===== src/rtl/io_codes_pkg.sv =====
// Shared definitions for the I/O character blocks: code width, the
// recognised control codes and the state encodings of the tape stage FSMs.
package io_codes_pkg;

    localparam int CODE_W = 5;

    localparam logic [CODE_W-1:0] CODE_SEL      = 5'b00001;
    localparam logic [CODE_W-1:0] CODE_WRITE    = 5'b00110;
    localparam logic [CODE_W-1:0] CODE_END      = 5'b00111;
    localparam logic [CODE_W-1:0] CODE_NUM_MASK = 5'b10000;

    typedef enum logic [1:0] {
        R_IDLE = 2'd0,
        R_VAL  = 2'd1,
        R_GAP  = 2'd2
    } rd_state_e;

    typedef enum logic {
        P_IDLE = 1'b0,
        P_ACK  = 1'b1
    } pn_state_e;

endpackage


===== src/rtl/io_char_fifo.sv =====
// Registered character FIFO (no fall-through). Full/empty come from the
// registered level, so a push into a full FIFO is refused even when a pop
// happens in the same cycle.
module io_char_fifo
    import io_codes_pkg::*;
#(
    parameter int DEPTH = 16
) (
    input  logic                   clk_i,
    input  logic                   rst_i,
    input  logic                   push_i,
    input  logic [CODE_W-1:0]      push_data_i,
    input  logic                   pop_i,
    output logic [CODE_W-1:0]      head_o,
    output logic                   full_o,
    output logic                   empty_o,
    output logic [$clog2(DEPTH):0] level_o
);

    localparam int AW = $clog2(DEPTH);
    localparam int LW = AW + 1;
    localparam logic [LW-1:0] FULL_LVL = LW'(DEPTH);
    localparam logic [LW-1:0] LVL_ONE  = LW'(1);
    localparam logic [AW-1:0] PTR_ONE  = AW'(1);

    logic [CODE_W-1:0] mem_q [DEPTH];
    logic [AW-1:0]     wr_ptr_q, wr_ptr_d;
    logic [AW-1:0]     rd_ptr_q, rd_ptr_d;
    logic [LW-1:0]     level_q, level_d;
    logic              push_ok, pop_ok;

    assign full_o  = (level_q == FULL_LVL);
    assign empty_o = (level_q == '0);
    assign level_o = level_q;
    assign head_o  = mem_q[rd_ptr_q];
    assign push_ok = push_i && !full_o;
    assign pop_ok  = pop_i && !empty_o;

    // Pointer and occupancy next-state; pointers wrap naturally at DEPTH.
    always_comb begin
        wr_ptr_d = wr_ptr_q;
        rd_ptr_d = rd_ptr_q;
        level_d  = level_q;
        if (push_ok) wr_ptr_d = wr_ptr_q + PTR_ONE;
        if (pop_ok)  rd_ptr_d = rd_ptr_q + PTR_ONE;
        case ({push_ok, pop_ok})
            2'b10:   level_d = level_q + LVL_ONE;
            2'b01:   level_d = level_q - LVL_ONE;
            default: level_d = level_q;
        endcase
    end

    // Pointer and occupancy registers.
    always_ff @(posedge clk_i or posedge rst_i) begin
        if (rst_i) begin
            wr_ptr_q <= '0;
            rd_ptr_q <= '0;
            level_q  <= '0;
        end else begin
            wr_ptr_q <= wr_ptr_d;
            rd_ptr_q <= rd_ptr_d;
            level_q  <= level_d;
        end
    end

    // Storage array; contents are don't-care while empty, so no reset.
    always_ff @(posedge clk_i) begin
        if (push_ok) mem_q[wr_ptr_q] <= push_data_i;
    end

endmodule


===== src/rtl/io_tape_dev.sv =====
// Tape reader / tape punch device stage. Buffers 5-bit codes between the
// host stream port and the I/O unit's rdy/val (reader) and rdy/ack (punch)
// level handshakes, and spaces reader characters by GAP_CYCLES idle cycles.
//
//   state  | meaning
//   R_IDLE | waiting for a buffered code and a ready unit
//   R_VAL  | val high, code held until the unit drops rdy
//   R_GAP  | enforced idle gap after a character
//   P_IDLE | waiting for the unit to present a code
//   P_ACK  | code captured, ack held until the unit drops rdy
module io_tape_dev
    import io_codes_pkg::*;
#(
    parameter int IN_DEPTH   = 16,
    parameter int OUT_DEPTH  = 16,
    parameter int GAP_CYCLES = 2
) (
    input  logic                       clk,
    input  logic                       reset,
    input  logic                       host_in_valid,
    output logic                       host_in_ready,
    input  logic [CODE_W-1:0]          host_in_data,
    input  logic                       input_rdy_from_io,
    output logic                       input_val_to_io,
    output logic [CODE_W-1:0]          input_data_to_io,
    input  logic                       output_rdy_from_io,
    input  logic [CODE_W-1:0]          output_data_from_io,
    output logic                       output_ack_to_io,
    output logic                       host_out_valid,
    input  logic                       host_out_ready,
    output logic [CODE_W-1:0]          host_out_data,
    output logic [$clog2(IN_DEPTH):0]  in_level,
    output logic [$clog2(OUT_DEPTH):0] out_level
);

    localparam int GAP_W = $clog2(GAP_CYCLES + 2);
    localparam logic [GAP_W-1:0] GAP_LOAD = GAP_W'(GAP_CYCLES);
    localparam logic [GAP_W-1:0] GAP_ONE  = GAP_W'(1);

    logic              in_full, in_empty, in_pop;
    logic [CODE_W-1:0] in_head;
    logic              out_full, out_empty, out_push, out_pop;

    rd_state_e         rd_state_q, rd_state_d;
    logic              val_q, val_d;
    logic [CODE_W-1:0] data_q, data_d;
    logic [GAP_W-1:0]  gap_q, gap_d;

    pn_state_e         pn_state_q, pn_state_d;
    logic              ack_q, ack_d;

    assign host_in_ready    = !in_full;
    assign host_out_valid   = !out_empty;
    assign out_pop          = host_out_ready && !out_empty;
    assign input_val_to_io  = val_q;
    assign input_data_to_io = data_q;
    assign output_ack_to_io = ack_q;

    io_char_fifo #(.DEPTH(IN_DEPTH)) u_rd_fifo (
        .clk_i       (clk),
        .rst_i       (reset),
        .push_i      (host_in_valid),
        .push_data_i (host_in_data),
        .pop_i       (in_pop),
        .head_o      (in_head),
        .full_o      (in_full),
        .empty_o     (in_empty),
        .level_o     (in_level)
    );

    io_char_fifo #(.DEPTH(OUT_DEPTH)) u_pn_fifo (
        .clk_i       (clk),
        .rst_i       (reset),
        .push_i      (out_push),
        .push_data_i (output_data_from_io),
        .pop_i       (out_pop),
        .head_o      (host_out_data),
        .full_o      (out_full),
        .empty_o     (out_empty),
        .level_o     (out_level)
    );

    // Reader next-state: the FIFO entry is only popped once the unit has
    // dropped rdy, i.e. after it has latched the held code.
    always_comb begin
        rd_state_d = rd_state_q;
        val_d      = val_q;
        data_d     = data_q;
        gap_d      = gap_q;
        in_pop     = 1'b0;
        case (rd_state_q)
            R_IDLE: begin
                if (!in_empty && input_rdy_from_io) begin
                    data_d     = in_head;
                    val_d      = 1'b1;
                    rd_state_d = R_VAL;
                end
            end
            R_VAL: begin
                if (!input_rdy_from_io) begin
                    in_pop     = 1'b1;
                    val_d      = 1'b0;
                    gap_d      = GAP_LOAD;
                    rd_state_d = (GAP_CYCLES == 0) ? R_IDLE : R_GAP;
                end
            end
            R_GAP: begin
                gap_d = gap_q - GAP_ONE;
                if (gap_q == GAP_ONE) rd_state_d = R_IDLE;
            end
            default: rd_state_d = R_IDLE;
        endcase
    end

    // Reader state and registered handshake outputs.
    always_ff @(posedge clk or posedge reset) begin
        if (reset) begin
            rd_state_q <= R_IDLE;
            val_q      <= 1'b0;
            data_q     <= '0;
            gap_q      <= '0;
        end else begin
            rd_state_q <= rd_state_d;
            val_q      <= val_d;
            data_q     <= data_d;
            gap_q      <= gap_d;
        end
    end

    // Punch next-state: one capture per rdy assertion, refused while full.
    always_comb begin
        pn_state_d = pn_state_q;
        ack_d      = ack_q;
        out_push   = 1'b0;
        case (pn_state_q)
            P_IDLE: begin
                if (output_rdy_from_io && !out_full) begin
                    out_push   = 1'b1;
                    ack_d      = 1'b1;
                    pn_state_d = P_ACK;
                end
            end
            P_ACK: begin
                if (!output_rdy_from_io) begin
                    ack_d      = 1'b0;
                    pn_state_d = P_IDLE;
                end
            end
            default: pn_state_d = P_IDLE;
        endcase
    end

    // Punch state and registered acknowledge.
    always_ff @(posedge clk or posedge reset) begin
        if (reset) begin
            pn_state_q <= P_IDLE;
            ack_q      <= 1'b0;
        end else begin
            pn_state_q <= pn_state_d;
            ack_q      <= ack_d;
        end
    end

endmodule


===== config.mk =====
export PLATFORM = sky130hd
export DESIGN_NAME = io_tape_dev
export DESIGN_NICKNAME = d
export VERILOG_FILES = /design/src/rtl/io_codes_pkg.sv /design/src/rtl/io_char_fifo.sv /design/src/rtl/io_tape_dev.sv
export SDC_FILE = /design/constraint.sdc
export NUM_CORES = 1
export LEC_CHECK = 0
export BUFFER_PORTS_ARGS = -buffer_cell sky130_fd_sc_hd__buf_2
export CORE_ASPECT_RATIO = 1.5
export CORE_MARGIN = 2
export CORE_UTILIZATION = 65
export DETAILED_ROUTE_END_ITERATION = 6
export MAX_ROUTING_LAYER = met4
export PLACE_DENSITY = 0.95
export SETUP_SLACK_MARGIN = 0.02
export SYNTH_ARGS = -nofsm -noshare
export SYNTH_HDL_FRONTEND = slang
export SYNTH_SLANG_ARGS = --single-unit

===== constraint.sdc =====
create_clock -name clk -period 4.65 [get_ports clk]
set_clock_uncertainty 0.1 [all_clocks]
set_input_delay 0.6975 -clock clk [delete_from_list [all_inputs] [get_ports clk]]
set_output_delay 0.6975 -clock clk [all_outputs]
set_load 0.005 [all_outputs]

==> Word-level counts from Yosys, hierarchy flattened <==
Memory sizes are Yosys's and may differ from the RTL's. A register that Yosys moved wholly into a read port is not among the register bits.
Cells that the tools add are included.
{ "totals": {"wordCells": 83, "in_bits": 16, "output_inout_bits": 24, "regBits": 33, "ramBits": 160, "n_memories": 2} }
{ "memory_table": {"columns": ["memory", "depth", "width", "rd", "rd_ports_with_merged_regs", "wr", "line", "text"], "rows": [
  ["u_pn_fifo.mem_q", 16, 5, 1, 0, 1, "io_char_fifo.sv:26", "logic [CODE_W-1:0] mem_q [DEPTH];"],
  ["u_rd_fifo.mem_q", 16, 5, 1, 1, 1, "io_char_fifo.sv:26", null]
]} }
{ "op_classes": {"n_mux": 23, "reduce_logical": 23, "eq_ne": 14, "addsub": 9, "n_bitwise": 1} }
{ "op_table": {"columns": ["operator", "n"], "rows": [
  ["one-hot mux 5 bit (2 select lines)", 2],
  ["adder 4 x 1 -> 4 bit (second input constant)", 4],
  ["2-to-1 mux 1 bit", 13],
  ["adder 5 x 1 -> 5 bit (second input constant)", 2],
  ["== test 5 bit (second input constant)", 2],
  ["logical NOT 5 bit", 2],
  ["!= test 2 bit (second input constant)", 5],
  ["subtractor 5 x 1 -> 5 bit (second input constant)", 2],
  ["== test 2 x 1 -> 1 bit (second input constant)", 4],
  ["nonzero test 2 bit", 4],
  ["logical AND 1 bit", 7],
  ["== test 2 bit (second input constant)", 3],
  ["2-to-1 mux 2 bit", 3],
  ["one-hot mux 1 bit (2 select lines)", 3],
  ["one-hot mux 2 bit (3 select lines)", 1],
  ["AND reduction 2 bit", 3],
  ["AND reduction 3 bit", 2],
  ["logical NOT 1 bit", 4],
  ["one-hot mux 2 bit (2 select lines)", 1],
  ["logical NOT 2 bit", 1],
  ["subtractor 2 x 1 -> 2 bit (second input constant)", 1],
  ["inverter 1 bit", 1]
]} }

==> Depth between registers and ports, before layout <==
{ "depth": {"ltp_word": 8, "mapped_depth": 14, "mapped_depth_nobuf": 12} }

==> By module <==
A second synthesis with hierarchy kept.
{ "unflattened": {"hier_cells": 537, "area_unflattened_um2": 8493.1} }
{ "by_module_without_submodules": {"columns": ["mod", "n_inst", "area_per_inst_um2", "cells_each", "seq_area_each_um2"], "rows": [
  ["io_char_fifo", 2, 3976.3, 245, 2727.6],
  ["io_tape_dev", 1, 540.5, 47, 300.3]
]} }

==> Worst setup path after synthesis <==
No wires, ideal clock.
{ "synth_path": {"path_kind": "register to register", "start": "register u_rd_fifo.level_q[1], in the netlist u_rd_fifo.level_o[1]", "end": "register u_rd_fifo.level_q[4], in the netlist u_rd_fifo.level_o[4]", "setup_time_ns": 0.124, "t_arrival_ns": 2.772, "synth_period_minus_slack_ns": 2.997, "required_time_ns": 4.426, "slack_ns": 1.653, "stages_incl_launch_ff": 14, "path_buffers": 1, "cell_sequence": "dfrtp_1 -> nor4_1 -> nand2_1 -> and2_1 -> buf_2 -> inv_1 -> ha_1 -> inv_1 -> fa_1 -> nor2b_1 -> o21ai_0 -> nand3_1 -> or3b_2 -> xnor2_1"} }
{ "synth_between": {"elab_chain_cells": 5, "elab_cells_between_ends": 12, "classes_between": "2 x add/sub; 3 x eq/ne; 1 x mux; 6 x reduce/logical"} }
{ "synth_rtl": {"columns": ["item", "line", "text"], "rows": [
  ["from (decl)", "io_char_fifo.sv:29", "logic [LW-1:0] level_q, level_d;"],
  ["from (signal assigned)", "io_char_fifo.sv:62", "level_q <= level_d;"],
  ["== test 5 bit *", "io_char_fifo.sv:32", "assign full_o = (level_q == FULL_LVL);"],
  ["logical NOT 1 bit *", null, null],
  ["net host_in_ready", "io_tape_dev.sv:21", "output logic host_in_ready,"],
  ["logical AND 1 bit *", "io_char_fifo.sv:36", "assign push_ok = push_i && !full_o;"],
  ["== test 2 x 1 -> 1 bit / == test 2 bit (equally long branches)", "io_char_fifo.sv:46", "case ({push_ok, pop_ok})"],
  ["one-hot mux 5 bit (2 select lines) / nonzero test 2 bit (equally long branches)", null, null]
]} }
The timed path passes the listed nets; every way through them passes the cells marked *.
A chain may end at the register's enable or synchronous reset.

==> Final worst setup path <==
{ "layout_path": {"start": "register u_pn_fifo.rd_ptr_q[0]", "end": "output port host_out_data[2]"} }
{ "layout_between": {"elab_chain_cells": 1} }
{ "layout_rtl": {"columns": ["item", "line", "text"], "rows": [
  ["from (decl)", "io_char_fifo.sv:28", "logic [AW-1:0] rd_ptr_q, rd_ptr_d;"],
  ["from (signal assigned)", "io_char_fifo.sv:61", "rd_ptr_q <= rd_ptr_d;"],
  ["memory read (16 x 5 bit)", null, null],
  ["to (decl)", "io_tape_dev.sv:31", "output logic [CODE_W-1:0] host_out_data,"]
]} }
Every way passes these cells.

==> impl_metrics.csv <==
group,metric,value,unit
status,status,"finished, final reports clean",
critical_path,rrSetupSlack,1220,ps
critical_path,category_of_the_most_critical_setup_path,"flip-flop to output pin",
synth,dominant_combinational_cell_family_by_area_after_synthesis,"multiplexers",
routing,wl,16.6,mm
power_and_ir_drop,p_leak,3.22,nW
synth,synth-xor-area-share,0.0234,
placement,globalplace.congestion,0.828,
synth,synth.cell_area,0.00823,mm^2
timing,hold_violations,0,
synth,synth_enable_flop_cells,160,
floorplan,standard_cell_core_area,0.0124,mm^2
min_path,holdCritPathClass,"input pin to async pin",
floorplan,die-width,95.9,um
floorplan,total_die_area,0.0136,mm^2
critical_path,crit_path_cell_trace,"buf_4 -> mux4_1 -> mux4_2 -> buf_2",
grt,antenna_violations_before_repair,0,
clock_tree,clkLatencyLatePin,440,ps
synth,synth_compound_area_frac,0.0318,
routing,number_of_drc_markers_in_iteration_0,342,
clock_tree,clock_sink_count,198,
clock_tree,postCtsHoldBufs,0,
clock_tree,clockRootBuffer,"clkbuf_16",
synth,post_synth_mux_area_share,0.142,
synth,synth_seq_cells,198,
floorplan,floorplan.die.height,142,um
clock_tree,cts_tree,"yes",
clock_tree,clkTransAtPathRegs,70,ps
placement,port_buffers,39,
critical_path,worstPathRequired,3850,ps
finish,final_layout_size_suffix_gt1_frac,0.221,
timing,rsz0062_at_grt,"false",
synth,synth_top_cell_area_share,0.584,
power_and_ir_drop,power-per-cell-area,602,mW/mm^2
timing,period_needed,3610,ps
power_and_ir_drop,vdd_ir_drop_max,350,uV
timing,fin_setup_tns,0,ps
timing,report.final.setup_viol,0,
critical_path,number_of_stages_on_the_worst_setup_path,4,
run,max_cap_violations,0,
floorplan,fp-row-count,50,
synth,ys_seq_area_frac,0.700,
critical_path,timing.critical_path.to_type,"output pin",
synth,synthTopCellsByArea,"edfxtp_1 58%, dfrtp_1 12%, mux4_2 8.2%, mux4_1 4.8%, ha_1 2.9%",
grt,grt_first_pass_wirelength,26.0,mm
finish,layout.nets,539,
critical_path,timing.critical_path.buf_inv,2,
clock_tree,post-cts-setup-buffers,0,
routing,vias,4235,
critical_path,timing.reg2reg.worst_path_depth,12,
timing,tightestPinTransition,1060,ps
critical_path,critical-path-max-stage-delay,770,ps
critical_path,capture_instance_of_the_worst_register_to_register_path,"u_rd_fifo.level_o[4]",
routing,drt_drc_violations_left,0,
synth,synth_top_flop_cell,"edfxtp_1",
grt,number_of_global_route_vias_before_repair,4596,
synth,postSynthNetCount,500,
floorplan,initial_util,0.661,
critical_path,worstSetupEndpoint,"host_out_data[2]",
synth,synth-adder-area-share,0.0313,
synth,yosysWarnings,0,
synth,syn_area_per_cell,17.7,um^2
routing,detail_route.wl_per_cell,24.6,um
placement,post_detail_place_hpwl,11.2,mm
synth,post_synth_inst_count,464,
critical_path,slowest_stage,"dfrtp_1",
clock_tree,clock_tree.buffer_depth,2,
routing,drt_pass1_iterations,5,
grt,maximum_number_of_pins_on_one_net_before_global_route_repair,39,
synth,synth_simple_gate_area_share,0.0488,
timing,timing.final.crit_share,0.776,
finish,flow.area_growth_from_synthesis,10.5,%
timing,max_slew_margin,0.296,
floorplan,ios,40,
critical_path,critical_path.startpoint,"u_pn_fifo.rd_ptr_q[0]",
finish,number_of_antenna_repair_diodes,0,
timing,achievable-frequency,277,MHz
critical_path,critical_path_maximum_fanout,13,
routing,route.detailed.vias_per_inst,6.30,
timing,finalMaxSlewViolations,0,
critical_path,worst_ep_arrival_time,2810,ps
synth,postSynth.asyncResetShare,0.192,
grt,globalRoute.totalOverflow,0,
critical_path,worst_path_dominant_cell_family,"multiplexers",
clock_tree,postCtsResizedCells,0,
synth,post_synth_num_cell_types,44,
grt,grt_use_total,0.282,
clock_tree,ctsHtreeMaxLevel,4,
synth,synth_top_cell_by_area,"edfxtp_1",
power_and_ir_drop,total_power_after_layout,5.48,mW
routing,drtAntennaViolNets,0,
clock_tree,cts_inserted_buffers,17,
critical_path,startpoint_type,"flip-flop",
critical_path,worstReg2RegStart,"u_rd_fifo.level_o[1]",
finish,filler_cell_count,688,
-- sequential cells by signal (all words and copies together) (netlist names), 4 cells and up --
name	flops
u_pn_fifo.mem_q	80
u_rd_fifo.mem_q	80
input_data_to_io	5
u_pn_fifo.level_o	5
u_rd_fifo.level_o	5
u_pn_fifo.rd_ptr_q	4
u_pn_fifo.wr_ptr_q	4
u_rd_fifo.rd_ptr_q	4
u_rd_fifo.wr_ptr_q	4
-- routing by layer --
layer | routed length, um | vias up | global-route usage | part of all wire
met5 | 0 | - | - | 0
met4 | 809 | 0 | 0.156 | 0.049
met3 | 680 | 59 | 0.0462 | 0.041
met2 | 9710 | 153 | 0.493 | 0.59
met1 | 5360 | 2147 | 0.295 | 0.32
li1 | - | 1876 | - | -
-- cells in the mapped netlist, types with 6 or more instances --
library cell	n
nor2_1	26
mux4_2	30
nor3_1	9
inv_1	18
mux2_2	7
ha_1	19
xor2_1	9
xnor2_1	13
o21ai_0	13
buf_1	6
nand2_1	26
clkbuf_1	9
edfxtp_1	160
mux4_1	15
nand2b_1	7
o22ai_1	11
a21oi_1	10
dfrtp_1	38
-- placed cells by master, fill, tap and decap left out, types with 4 or more instances in the layout --
master	n
mux2_2	7
clkbuf_16	17
nand2b_1	7
nor2_1	26
buf_2	39
ha_1	19
dfrtp_1	38
xnor2_1	13
o22ai_1	11
mux4_2	30
a21oi_1	10
o21ai_0	13
xor2_1	9
nor3_1	9
inv_1	17
edfxtp_1	160
buf_4	4
nand4_1	4
clkinv_1	4
mux4_1	15
nand2_1	26
-- area by class of cell --
type / count / area (um^2) / share of cell area
flip-flops and latches: 198 / 5760 / 0.633
multi-input cells: 225 / 2290 / 0.252
clock buffers: 18 / 429 / 0.0472
repair buffers: 43 / 225 / 0.0248
well taps: 156 / 195 / 0.0215
clock inverters: 14 / 126 / 0.0139
inverters: 18 / 67.6 / 0.00743
-- per-stage QoR --
step / setup slack [ps] / instances / utilization / instance area (um^2) / hold slack, ps
CTS: 998 / 672 / 0.730 / 9090 / 293
detailed placement: 1220 / 640 / 0.685 / 8530 / 384
global route: 912 / 672 / 0.730 / 9090 / 330
finish: 1040 / 672 / 0.730 / 9090 / 296
floorplan: 1650 / 464 / - / 8230 / 364
global placement: 1430 / 640 / 0.685 / 8530 / 373
-- cell families after synthesis --
family / count (synthesis)
compound gates: 44
xor+xnor: 22
fa+ha+maj: 20
buf+inv: 41
flops: 198
mux: 54
simple gates: 85
-- where the power goes --
| group | leakage, nW | switching, mW | internal, mW | total (mW) |
|---|---|---|---|---|
| combinational | 1.07 | 0.748 | 0.802 | 1.55 |
| sequential | 1.89 | 0.359 | 2.19 | 2.55 |
| clock | 0.263 | 0.638 | 0.741 | 1.38 |
| total | 3.22 | 1.74 | 3.73 | 5.48 |
-- worst min path at each step --
stage | slack (ps) | endpoint | start | cells past startpoint
CTS | 290 | gap_q[0] | reset | 3
global route | 330 | rd_state_q[1] | reset | 3
global placement | 370 | pn_state_q | pn_state_q | 1
detailed placement | 380 | pn_state_q | pn_state_q | 1
finish | 300 | u_rd_fifo.wr_ptr_q[3] | reset | 3
floorplan | 360 | pn_state_q | pn_state_q | 1
-- tightest hold or removal path, delay by kind of cell --
family	cells	cell delay [ps]
buf+inv	3	580
(Power assumes the default switching activity.)
